### src/rtl/feedback_loop_ctrl_pkg.sv
// Shared types for the feedback-loop sequencer: packed signed pair, FSM states.
package feedback_loop_ctrl_types;
  localparam int PAIR_W = 16;

  typedef struct packed {
    logic signed [7:0] sel0;
    logic signed [7:0] sel1;
  } pair_t;

  typedef enum logic [1:0] {IDLE, RUN, DONE} fsm_t;

  function automatic pair_t pair_from_lv(input logic [PAIR_W-1:0] v);
    return pair_t'(v);
  endfunction

  function automatic logic [PAIR_W-1:0] pair_to_lv(input pair_t p);
    return p;
  endfunction
endpackage

### src/rtl/feedback_loop_ctrl.sv
// Drives an external combinational step unit once per cycle until the
// iteration budget runs out or the pair stops changing, then returns the result.
module feedback_loop_ctrl
  import feedback_loop_ctrl_types::*;
#(
  parameter int ITER_W = 8
) (
  input  logic              clk,
  input  logic              rst,
  input  logic              start_valid,
  output logic              start_ready,
  input  logic [PAIR_W-1:0] start_state,
  input  logic [ITER_W-1:0] start_iters,
  output logic [PAIR_W-1:0] dp_state,
  input  logic [PAIR_W-1:0] dp_next,
  output logic              busy,
  output logic              res_valid,
  input  logic              res_ready,
  output logic [PAIR_W-1:0] res_state,
  output logic [ITER_W-1:0] res_count,
  output logic              res_fixed
);
  fsm_t              fsm;
  pair_t             state;
  pair_t             next;
  logic [ITER_W-1:0] remaining;
  logic [ITER_W-1:0] count;
  logic              fixed;
  logic              at_fixed;

  assign next      = pair_from_lv(dp_next);
  assign at_fixed  = (next == state);
  assign dp_state  = pair_to_lv(state);
  assign res_state = pair_to_lv(state);
  assign res_count = count;
  assign res_fixed = fixed;

  // Handshake/status flags are registered alongside the state transition.
  always_ff @(posedge clk) begin
    if (rst) begin
      fsm         <= IDLE;
      state       <= '0;
      remaining   <= '0;
      count       <= '0;
      fixed       <= 1'b0;
      start_ready <= 1'b1;
      busy        <= 1'b0;
      res_valid   <= 1'b0;
    end else begin
      case (fsm)
        IDLE: if (start_valid && start_ready) begin
          state       <= pair_from_lv(start_state);
          remaining   <= start_iters;
          count       <= '0;
          fixed       <= 1'b0;
          start_ready <= 1'b0;
          if (start_iters != '0) begin
            fsm  <= RUN;
            busy <= 1'b1;
          end else begin
            fsm       <= DONE;
            res_valid <= 1'b1;
          end
        end
        RUN: begin
          state     <= next;
          count     <= count + ITER_W'(1);
          remaining <= remaining - ITER_W'(1);
          // A step that lands on a fixed point is still counted.
          if (at_fixed || remaining == ITER_W'(1)) begin
            fixed     <= at_fixed;
            fsm       <= DONE;
            busy      <= 1'b0;
            res_valid <= 1'b1;
          end
        end
        DONE: if (res_ready) begin
          fsm         <= IDLE;
          res_valid   <= 1'b0;
          start_ready <= 1'b1;
        end
        default: begin
          fsm         <= IDLE;
          start_ready <= 1'b1;
          busy        <= 1'b0;
          res_valid   <= 1'b0;
        end
      endcase
    end
  end
endmodule

### config.mk
export PLATFORM = sky130hd
export DESIGN_NAME = feedback_loop_ctrl
export DESIGN_NICKNAME = d
export VERILOG_FILES = /design/src/rtl/feedback_loop_ctrl_pkg.sv /design/src/rtl/feedback_loop_ctrl.sv
export SDC_FILE = /design/constraint.sdc
export NUM_CORES = 1
export LEC_CHECK = 0
export CAP_MARGIN = 20
export CORE_ASPECT_RATIO = 0.8
export CORE_MARGIN = 4
export CORE_UTILIZATION = 30
export CTS_BUF_LIST = sky130_fd_sc_hd__clkbuf_4 sky130_fd_sc_hd__clkbuf_8 sky130_fd_sc_hd__clkbuf_16
export DETAILED_ROUTE_END_ITERATION = 10
export GPL_TIMING_DRIVEN = 0
export PLACE_DENSITY = 0.61
export SLEW_MARGIN = 20
export SYNTH_ARGS = -nofsm -noshare
export SYNTH_HDL_FRONTEND = slang
export SYNTH_SLANG_ARGS = --single-unit
### constraint.sdc
create_clock -name clk -period 2.45 [get_ports clk]
set_clock_uncertainty 0.15 [all_clocks]
set_input_delay 0.6125 -clock clk [delete_from_list [all_inputs] [get_ports clk]]
set_output_delay 0.6125 -clock clk [all_outputs]
set_load 0.02 [all_outputs]
==> reports/qor.yml <==
worstHoldStart: "res_valid$_SDFFE_PP0P_"
clk_latency_ns: 0.29
worst_setup_path_end_kind: "flip-flop"
crit_fanout: 3
setup_violations: 0
synthTopCellsByArea: "dfxtp_1 36%, xor2_1 9.5%, nand2_1 8.0%, a311oi_1 6.6%, nor2_1 6.0%"
arrival_ns: 2.32
fin_hold_ws_ns: 0.3437
yosysTopAreaCellShare: 0.3596
die_w_um: 101.9
synth_cell_types: 47
tightest_slew_ns: 0.6318
clk_pin_slew_ns: 0.07
synth_edf_count: 0
path_delay_family: "simple AND/OR/NAND/NOR gates"
ys_seq_area_frac: 0.3596
critPathSlowestCell: "or4_1"
final_common_cell: "clkdlybuf4s50_1"
clockBufferDepth: 2
syn-instance-count: 262
relSlewSlack: 0.5788
path_class: "in -> reg"
ys_warn_count: 0
fmax_mhz: 447.5
holdPathStages: 1
routedWlPerCell_um: 15.18
startpoint_type: "primary input"
cts_tree: "done"
critPathLaunch: "start_iters[2]"
max_stage_delay_ns: 0.61
fin_crit_sh: 0.9121
r2r_end: "dp_state[15]$_SDFFE_PP0P_"
cp_data_required_time_ns: 2.54
initialDrtViolationCount: 119
dr.pass1.iters: 4
place_congestion: 0.8973
place_area_um2: 3095
ff2ff_path_depth: 4
maxCapViolCount: 0
nNetsFinal: 403
p_per_area_nw_per_um2: 901.8
overflow: 0
pin_count: 88
grt_pass1_wl_mm: 10.62
ant_nets: 0
core_um2: 6858
rsz0062_at_grt: "false"
grt_pass1_vias: 2085
finalWirelength_mm: 6.740
place_inst: 436
start_util: 0.3085
area_delta_synth_final_pct: 51.86
min_period_ns: 2.235
synth-seq-cells: 38
final_cell_mix: "87 x clkdlybuf4s50_1, 45 x nand2_1, 38 x dfxtp_1"
async_reset_ff_frac: 0
die-height_um: 83.12
cts-root-buf: "clkbuf_8"
syn_area_per_cell_um2: 8.075
remaining_drc_errors: 0
dieArea_um2: 8469
std_cell_rows: 27
hold_violations: 0
final_cells: 444
grt_max_degree: 12
h-tree-depth: 2
maxSlewViolCount: 0
antenna_found_initial: 0
drt-vias-per-instance: 4.872
status: "finished clean"
drive_gt1_frac: 0.09524
hold_class: "reg -> reg"
n_antenna_cell: 0
ir_worst_vdd_mv: 0.3663
port_buffers: 87
fin_area_um2: 3213
syn_area_um2: 2116
critical_path.cell_chain: "clkdlybuf4s50_1 > or4_1 > o21ai_0 > and3b_1 > a22o_1"
design_power_total_uw: 2898
clock-sinks: 38
hold-path-endpoint: "res_valid$_SDFFE_PP0P_"
path_buf_inv: 1
rr_startpoint: "fsm[0]$_SDFFE_PP0P_"
synth_top_area_cell: "dfxtp_1"
cts_buffers: 5
synth_fp_nets: 309
p_leak_uw: 0.001253
grtUsageTotal: 0.1572
reg2reg_slack_ns: 0.38
hpwlAfterDp_mm: 5.111
route.vias.total: 2163
synth-main-ff-cell: "dfxtp_1"
==> how the worst max path moves through the flow <==
stage                     cells after the start                         to  slack (ns)
after global routing                          7  res_count[2]$_SDFFE_PP0P_        0.11
after global placement                        6  remaining[6]$_SDFFE_PP0P_       -0.16
after detailed placement                      6  remaining[6]$_SDFFE_PP0P_       -0.21
final                                         5     res_valid$_SDFFE_PP0P_        0.22
after floorplan                               4     res_valid$_SDFFE_PP0P_        0.59
after CTS                                     6  remaining[6]$_SDFFE_PP0P_        0.08
==> sequential cells by signal (all words and copies together), names as in the netlist <==
register,flops
dp_state,16
remaining,8
res_count,8
fsm,2
busy,1
res_fixed,1
res_valid,1
start_ready,1
==> Yosys cell counts (2+ instances only) <==
master,count
nand2_1,45
dfxtp_1,38
nor2_1,34
xor2_1,23
a311oi_1,16
buf_4,16
clkbuf_1,13
a21oi_1,10
a211oi_1,6
inv_1,4
nor4_1,4
ha_1,3
nand3_1,3
nand4_1,3
o21ai_0,3
o221ai_1,3
buf_1,2
nor3_1,2
o22ai_1,2
or2_1,2
or3_1,2
or4_1,2
xnor2_1,2
==> what timing repair did <==
item / in CTS / in global routing
gates resized for setup: 0 / 6
setup buffers: 0 / 0
endpoints found under the setup margin: 0 / 14
hold buffers: 0 / 0
==> where the power goes <==
group          switching [uW]  internal, uW
clock                     225           327
sequential                162           749
combinational             751           683
total                    1140          1760
==> routing by layer <==
metal  part of all wire  up-vias  GRT usage  wire [um]
li1                   -     1092          -          -
met3              0.069        6    0.03610        464
met5                  0        -          0          0
met4             0.0089        0    0.03576         60
met1               0.49     1001     0.2348       3324
met2               0.43       64     0.2280       2890
==> kinds of logic after synthesis <==
logic type	after synthesis	share of synthesized area
fa+ha+maj	3	0.01774
simple gates	111	0.2555
xor+xnor	25	0.1035
buf+inv	35	0.09048
flops	38	0.3596
compound gates	50	0.1733
==> layout make-up <==
type                            instances  area [um^2]
Buffer                                 31        180.2
Fill cell                             680         3645
Multi-Input combinational cell        189         1164
Timing Repair Buffer                   87        870.8
Inverter                                4        15.01
Sequential cell                        38        760.7
Tap cell                               87        108.9
Clock inverter                          1        30.03
Clock buffer                            7        83.83
==> worst register-to-register path, delay by kind of cell, from the launching register on <==
kind	cells	cell delay [ns]
buf+inv	1	0.49
compound gates	1	0.31
simple gates	2	0.54
flops	1	0.47
==> through the flow <==
step | utilization | setup slack (ns) | TNS, ns
after CTS | 0.4680 | 0.07772 | 0
after floorplan | - | 0.5894 | 0
after global placement | 0.4514 | -0.1568 | -2.418
final | 0.4685 | 0.2154 | 0
after detailed placement | 0.4514 | -0.2098 | -3.187
after global routing | 0.4685 | 0.1100 | 0
Note: power is estimated with default switching activity, not from simulation.
